==> src/rtl/fetch_stage.sv <==
// ============================================================================
// Module   : fetch_stage
// Brief    : Instruction fetch stage: PC, req/ack imem port, one-entry skid
//            buffer for decode back-pressure, branch redirect with squash.
//            Optional macro FETCH_CNT_EN adds o_FetchCnt transfer counter.
// Revision : 1.0 - initial release
// ============================================================================
`default_nettype none

module fetch_stage #(
    parameter int              XLEN      = 32,
    parameter logic [XLEN-1:0] RESET_PC  = '0,
    parameter logic [XLEN-1:0] NOP_INSTR = XLEN'(32'h0000_0013)
) (
    input  logic            i_clk,
    input  logic            i_rst_n,
    output logic            o_IMemReq,
    output logic [XLEN-1:0] o_IMemAddr,
    input  logic            i_IMemAck,
    input  logic [XLEN-1:0] i_IMemData,
    input  logic            i_Stall,
    input  logic            i_Redirect,
    input  logic [XLEN-1:0] i_RedirectPC,
    output logic            o_Valid,
    output logic [XLEN-1:0] o_Instr,
    output logic [XLEN-1:0] o_PC,
    output logic [6:0]      o_OPCode
`ifdef FETCH_CNT_EN
    ,
    output logic [31:0]     o_FetchCnt
`endif
);

    localparam logic [XLEN-1:0] c_PC_STEP    = XLEN'(4);
    localparam logic [XLEN-1:0] c_ALIGN_MASK = ~XLEN'(3);

    typedef enum logic [1:0] {
        S_IDLE  = 2'd0,
        S_FETCH = 2'd1,
        S_HOLD  = 2'd2,
        S_DROP  = 2'd3
    } state_t;

    state_t            r_state,      w_next_state;
    logic [XLEN-1:0]   r_pc,         w_next_pc;
    logic              r_valid,      w_next_valid;
    logic [XLEN-1:0]   r_instr,      w_next_instr;
    logic [XLEN-1:0]   r_out_pc,     w_next_out_pc;
    logic [XLEN-1:0]   r_skid_instr, w_next_skid_instr;
    logic [XLEN-1:0]   r_skid_pc,    w_next_skid_pc;
    logic [XLEN-1:0]   r_drop_addr,  w_next_drop_addr;

    logic w_req;
    logic w_ack;
    logic w_transfer;
    logic w_slot_free;

    assign w_req       = (r_state == S_FETCH) || (r_state == S_DROP);
    assign w_ack       = i_IMemAck && w_req;
    assign w_transfer  = r_valid && !i_Stall;
    assign w_slot_free = !r_valid || !i_Stall;

    always_ff @(posedge i_clk) begin
        if (!i_rst_n) begin
            r_state      <= S_IDLE;
            r_pc         <= RESET_PC;
            r_valid      <= 1'b0;
            r_instr      <= NOP_INSTR;
            r_out_pc     <= RESET_PC;
            r_skid_instr <= NOP_INSTR;
            r_skid_pc    <= RESET_PC;
            r_drop_addr  <= RESET_PC;
        end else begin
            r_state      <= w_next_state;
            r_pc         <= w_next_pc;
            r_valid      <= w_next_valid;
            r_instr      <= w_next_instr;
            r_out_pc     <= w_next_out_pc;
            r_skid_instr <= w_next_skid_instr;
            r_skid_pc    <= w_next_skid_pc;
            r_drop_addr  <= w_next_drop_addr;
        end
    end

    always_comb begin
        w_next_state      = r_state;
        w_next_pc         = r_pc;
        w_next_valid      = r_valid;
        w_next_instr      = r_instr;
        w_next_out_pc     = r_out_pc;
        w_next_skid_instr = r_skid_instr;
        w_next_skid_pc    = r_skid_pc;
        w_next_drop_addr  = r_drop_addr;

        if (i_Redirect) begin
            // Skid contents become dead once we leave HOLD, so no explicit clear.
            w_next_pc    = i_RedirectPC & c_ALIGN_MASK;
            w_next_valid = 1'b0;
            case (r_state)
                S_FETCH: begin
                    if (i_IMemAck) begin
                        w_next_state = S_FETCH;
                    end else begin
                        w_next_state     = S_DROP;
                        w_next_drop_addr = r_pc;
                    end
                end
                S_DROP:  w_next_state = S_DROP;
                default: w_next_state = S_FETCH;
            endcase
        end else begin
            case (r_state)
                S_IDLE: w_next_state = S_FETCH;
                S_FETCH: begin
                    if (w_ack) begin
                        w_next_pc = r_pc + c_PC_STEP;
                        if (w_slot_free) begin
                            w_next_instr  = i_IMemData;
                            w_next_out_pc = r_pc;
                            w_next_valid  = 1'b1;
                        end else begin
                            w_next_skid_instr = i_IMemData;
                            w_next_skid_pc    = r_pc;
                            w_next_state      = S_HOLD;
                        end
                    end else if (w_transfer) begin
                        w_next_valid = 1'b0;
                    end
                end
                S_HOLD: begin
                    if (!i_Stall) begin
                        w_next_instr  = r_skid_instr;
                        w_next_out_pc = r_skid_pc;
                        w_next_state  = S_FETCH;
                    end
                end
                S_DROP: begin
                    if (w_ack) begin
                        w_next_state = S_FETCH;
                    end
                end
                default: w_next_state = S_IDLE;
            endcase
        end
    end

    // The squashed address must stay on the bus until its ack retires it.
    assign o_IMemReq  = w_req;
    assign o_IMemAddr = (r_state == S_DROP) ? r_drop_addr : r_pc;
    assign o_Valid    = r_valid;
    assign o_Instr    = r_valid ? r_instr : NOP_INSTR;
    assign o_PC       = r_out_pc;
    assign o_OPCode   = o_Instr[6:0];

`ifdef FETCH_CNT_EN
    logic [31:0] r_fetch_cnt;

    always_ff @(posedge i_clk) begin
        if (!i_rst_n) begin
            r_fetch_cnt <= 32'd0;
        end else if (w_transfer) begin
            r_fetch_cnt <= r_fetch_cnt + 32'd1;
        end
    end

    assign o_FetchCnt = r_fetch_cnt;
`endif

endmodule

`default_nettype wire

==> config.mk <==
export PLATFORM = sky130hd
export DESIGN_NAME = fetch_stage
export DESIGN_NICKNAME = d
export VERILOG_FILES = /design/src/rtl/fetch_stage.sv
export SDC_FILE = /design/constraint.sdc
export NUM_CORES = 1
export LEC_CHECK = 0
export ABC_AREA = 1
export CAP_MARGIN = 15
export CORE_MARGIN = 1
export CORE_UTILIZATION = 40
export CTS_BUF_LIST = sky130_fd_sc_hd__clkbuf_16
export DETAILED_ROUTE_END_ITERATION = 12
export PLACE_DENSITY = 0.7
export SLEW_MARGIN = 40
export SYNTH_ARGS = -nofsm -noshare
export SYNTH_HDL_FRONTEND = slang
export SYNTH_SLANG_ARGS = --single-unit
==> constraint.sdc <==
create_clock -name i_clk -period 2.3 [get_ports i_clk]
set_clock_uncertainty 0.15 [all_clocks]
set_input_delay 0.46 -clock i_clk [delete_from_list [all_inputs] [get_ports i_clk]]
set_output_delay 0.46 -clock i_clk [all_outputs]
set_load 0.01 [all_outputs]
==> metrics.txt <==
# TYPE chip_impl_metric gauge
chip_impl_metric{name="postSynthRegisterBits",unit=""} 187
chip_impl_metric{name="nFillCells",unit=""} 1948
chip_impl_info{name="ys_dominant_reg_cell",value="sky130_fd_sc_hd__dfxtp_1"} 1
chip_impl_metric{name="clk_pin_slew",unit="ns"} 0.08
chip_impl_metric{name="die_width",unit="um"} 148
chip_impl_info{name="status",value="completed"} 1
chip_impl_metric{name="max_freq",unit="MHz"} 444
chip_impl_info{name="maxUsedRoutingLayer",value="met4"} 1
chip_impl_metric{name="clock_insertion_delay_worst_skew",unit="ns"} 0.44
chip_impl_metric{name="slew_viol_final",unit=""} 0
chip_impl_metric{name="detailroute.wirelength.met2",unit="mm"} 12.4
chip_impl_metric{name="vias_in_the_first_global_route",unit=""} 8075
chip_impl_metric{name="hold_viol_final",unit=""} 0
chip_impl_metric{name="setup_violations",unit=""} 0
chip_impl_metric{name="critical_path_peak_fanout",unit=""} 13
chip_impl_metric{name="power.ir.vdd_worst",unit="V"} 0.000541
chip_impl_metric{name="avgViaCountPerCell",unit=""} 5.15
chip_impl_metric{name="finalCriticalPeriod",unit="ns"} 2.25
chip_impl_metric{name="portBuffers",unit=""} 167
chip_impl_metric{name="cell_internal_pwr",unit="uW"} 5720
chip_impl_metric{name="placementRows",unit=""} 52
chip_impl_info{name="cp-end-kind",value="output pin"} 1
chip_impl_metric{name="swShare",unit="%"} 28.7
chip_impl_metric{name="final_antenna_net_count",unit=""} 0
chip_impl_info{name="cts_root_buf",value="sky130_fd_sc_hd__clkbuf_16"} 1
chip_impl_metric{name="synth.avg_cell_area",unit="um2"} 6.95
chip_impl_metric{name="dieArea",unit="um2"} 21800
chip_impl_info{name="layout.cells.most_common",value="sky130_fd_sc_hd__nand2_1"} 1
chip_impl_metric{name="detailroute.wirelength.met3",unit="mm"} 1.62
chip_impl_metric{name="placed_cells_incl_taps",unit=""} 1629
chip_impl_metric{name="period_share",unit="%"} 97.9
chip_impl_metric{name="area.sequential",unit="um2"} 3750
chip_impl_metric{name="seq_area_frac_synth",unit="%"} 44.1
chip_impl_info{name="min_path_type",value="in -> reg"} 1
chip_impl_metric{name="power.share.combinational",unit="%"} 16.7
chip_impl_metric{name="synth-edff-count",unit=""} 0
chip_impl_metric{name="cts.sinks",unit=""} 187
chip_impl_metric{name="power-per-cell-area",unit="nW/um2"} 701
chip_impl_metric{name="util_after_layout",unit="%"} 55.8
chip_impl_metric{name="layout-drive-gt1-share",unit="%"} 13.2
chip_impl_metric{name="route.vias.total",unit=""} 8598
chip_impl_metric{name="fin_hold_ws",unit="ns"} 0.237
chip_impl_metric{name="track_usage",unit="%"} 23.6
chip_impl_metric{name="multiInputGateArea",unit="um2"} 4070
chip_impl_metric{name="timing_worst_slew_pin_value",unit="ns"} 0.545
chip_impl_metric{name="grt_antenna_before_repair",unit=""} 0
chip_impl_metric{name="synth-warning-count",unit=""} 0
chip_impl_metric{name="clock_path_buffers",unit=""} 2
chip_impl_metric{name="dp_slack",unit="ns"} -0.0536
chip_impl_metric{name="postRouteWirelength",unit="mm"} 25.4
chip_impl_metric{name="drcViolationCount",unit=""} 0
chip_impl_metric{name="cp.arrival",unit="ns"} 1.64
chip_impl_metric{name="grt.overflow.total",unit=""} 0
chip_impl_metric{name="core_region_area",unit="um2"} 20500
chip_impl_metric{name="insertedDiodeCount",unit=""} 0
chip_impl_metric{name="ys_types",unit=""} 33
chip_impl_metric{name="gp_congestion",unit=""} 0.939
chip_impl_metric{name="ioPinCount",unit=""} 174
chip_impl_metric{name="detail_route.first_pass.iterations",unit=""} 6
chip_impl_metric{name="layoutNonFillerInstCount",unit=""} 1669
chip_impl_metric{name="met1_length",unit="mm"} 11.1
chip_impl_metric{name="hpwlAfterDp",unit="mm"} 16.9
chip_impl_metric{name="cts_hold_buf",unit=""} 0
chip_impl_metric{name="layout_setup_ws",unit="ns"} 0.0483
chip_impl_metric{name="slew_headroom",unit="%"} 63.6
chip_impl_metric{name="p_sw",unit="uW"} 2300
chip_impl_metric{name="timing.max_cap.violations",unit=""} 0
chip_impl_metric{name="leakage",unit="uW"} 0.00488
chip_impl_metric{name="detailedRoute.firstIterationViolations",unit=""} 590
chip_impl_info{name="top_library_cells_by_usage_in_the_layout_fill_and_taps_aside",value="sky130_fd_sc_hd__nand2_1 (246), sky130_fd_sc_hd__dfxtp_1 (184), sky130_fd_sc_hd__o21ai_0 (160), sky130_fd_sc_hd__a21oi_1 (129), sky130_fd_sc_hd__nor2_1 (127)"} 1
chip_impl_metric{name="power_frac_clock",unit="%"} 38.6
chip_impl_metric{name="required",unit="ns"} 1.69
chip_impl_metric{name="netlist_area",unit="um2"} 8490
chip_impl_info{name="timing.critical_path.from_type",value="flop"} 1
chip_impl_metric{name="grt_pass1_wl",unit="mm"} 40.7
chip_impl_info{name="cts_tree",value="yes"} 1
chip_impl_metric{name="route.detailed.wl_per_inst",unit="um"} 15.2
chip_impl_metric{name="power",unit="uW"} 8020
chip_impl_metric{name="cells_after_synthesis",unit=""} 1223
chip_impl_info{name="worstSetupPathType",value="reg -> out"} 1
chip_impl_metric{name="cts_made_buffers",unit=""} 17
chip_impl_metric{name="power.sequential.fraction",unit="%"} 44.8
chip_impl_metric{name="largest_net_degree_at_the_start_of_global_routing",unit=""} 89
chip_impl_metric{name="floorplan.die.height",unit="um"} 148
chip_impl_metric{name="asyncSetResetFlopFracSynth",unit="%"} 0
chip_impl_metric{name="fin_nets",unit=""} 1459
chip_impl_metric{name="htreeDepth",unit=""} 4
chip_impl_metric{name="initial_utilization",unit="%"} 41.4
chip_impl_metric{name="synthToLayoutAreaGrowth",unit="%"} 34.5
## critical path: stages, from the launching register on
cell,delay (ns)
sky130_fd_sc_hd__dfxtp_2,0.34
sky130_fd_sc_hd__ha_4,0.17
sky130_fd_sc_hd__buf_6,0.13
sky130_fd_sc_hd__buf_16,0.14
sky130_fd_sc_hd__o21ai_2,0.15
sky130_fd_sc_hd__buf_4,0.14
sky130_fd_sc_hd__clkbuf_2,0.12
## timing repair
action | CTS | global route
setup endpoints to repair | 70 | 44
endpoints found under the hold margin | 0 | 0
gates resized for setup | 162 | 37
pin swaps | 4 | 1
buffers inserted | 2 | 2
cloned | 5 | 0
## logic make-up (layout without fill, tap and decap cells)
family                     Yosys count  after routing  share of synthesized area [%]
AOI/OAI and AO/OA                  381            381                           23.3
xor gates and xnor gates             8              8                          0.825
adders and majority gates            4              4                          0.589
buffers and inverters              193            366                           9.56
DFF                                187            187                           44.1
other                                1              4                         0.0441
and+or+nand+nor                    449            449                           21.6
## cells in the mapped netlist (6+ instances only)
cell | n | share of area, %
sky130_fd_sc_hd__dfxtp_1 | 187 | 44
sky130_fd_sc_hd__a21oi_1 | 129 | 7.6
sky130_fd_sc_hd__o21ai_1 | 12 | 0.71
sky130_fd_sc_hd__xor2_1 | 7 | 0.72
sky130_fd_sc_hd__nand3_1 | 47 | 2.8
sky130_fd_sc_hd__or2_2 | 6 | 0.44
sky130_fd_sc_hd__o21ai_0 | 188 | 11
sky130_fd_sc_hd__nand2_1 | 249 | 11
sky130_fd_sc_hd__inv_1 | 92 | 4.1
sky130_fd_sc_hd__inv_2 | 8 | 0.35
sky130_fd_sc_hd__clkbuf_1 | 57 | 2.5
sky130_fd_sc_hd__buf_2 | 14 | 0.82
sky130_fd_sc_hd__nor2_2 | 7 | 0.52
sky130_fd_sc_hd__nor2_1 | 127 | 5.6
sky130_fd_sc_hd__buf_4 | 16 | 1.4
sky130_fd_sc_hd__a31oi_1 | 44 | 3.2
## worst paths after layout
path	startpoint	end	slack, ns	cells past startpoint
setup reg to reg	r_state[0]	r_instr[0]	0.24	8
hold / removal	i_rst_n	r_state[1]	0.24	3
hold reg to reg	r_skid_instr[1]	r_skid_instr[1]	0.31	2
setup / recovery	r_state[0]	o_IMemAddr[11]	0.05	6
## layer usage
metal / up-vias / track usage, %
li1: 4337 / -
met1: 3955 / 29.7
met2: 277 / 41.2
met3: 29 / 4.04
met4: 0 / 7.01
met5: - / 0
## power by group through the flow
stage / Combinational, uW / Clock (uW) / Sequential (uW)
6_report: 1330 / 3090 / 3590
4_1_cts: 1330 / 3130 / 3580
2_1_floorplan: 640 / 0 / 3650
5_1_grt: 1470 / 3270 / 3620
3_5_place_dp: 1300 / 0 / 3650
3_3_place_gp: 1280 / 0 / 3650
## state kept, by name, indices dropped and copies added (netlist names)
signal	count
r_skid_pc	30
o_PC	30
r_pc	30
r_skid_instr	32
r_instr	32
o_Valid	1
r_state	2
r_drop_addr	30
## stage by stage
step / TNS, ns / instance area [um2]
floorplan: 0 / 8510
global placement: -0.107 / 10700
detailed placement: -0.167 / 10700
CTS: -0.658 / 11400
global route: -0.00399 / 11400
finish: 0 / 11400
## final cells by class
class	count	share of cell area (%)
multi-input cells	846	35.6
flip-flops and latches	187	32.8
repair buffers	233	19.8
clock buffers	17	3.72
inverters	100	3.32
well taps	270	2.96
clock inverters	15	1.72
repair inverters	1	0.0657
(Power assumes the default switching activity.)
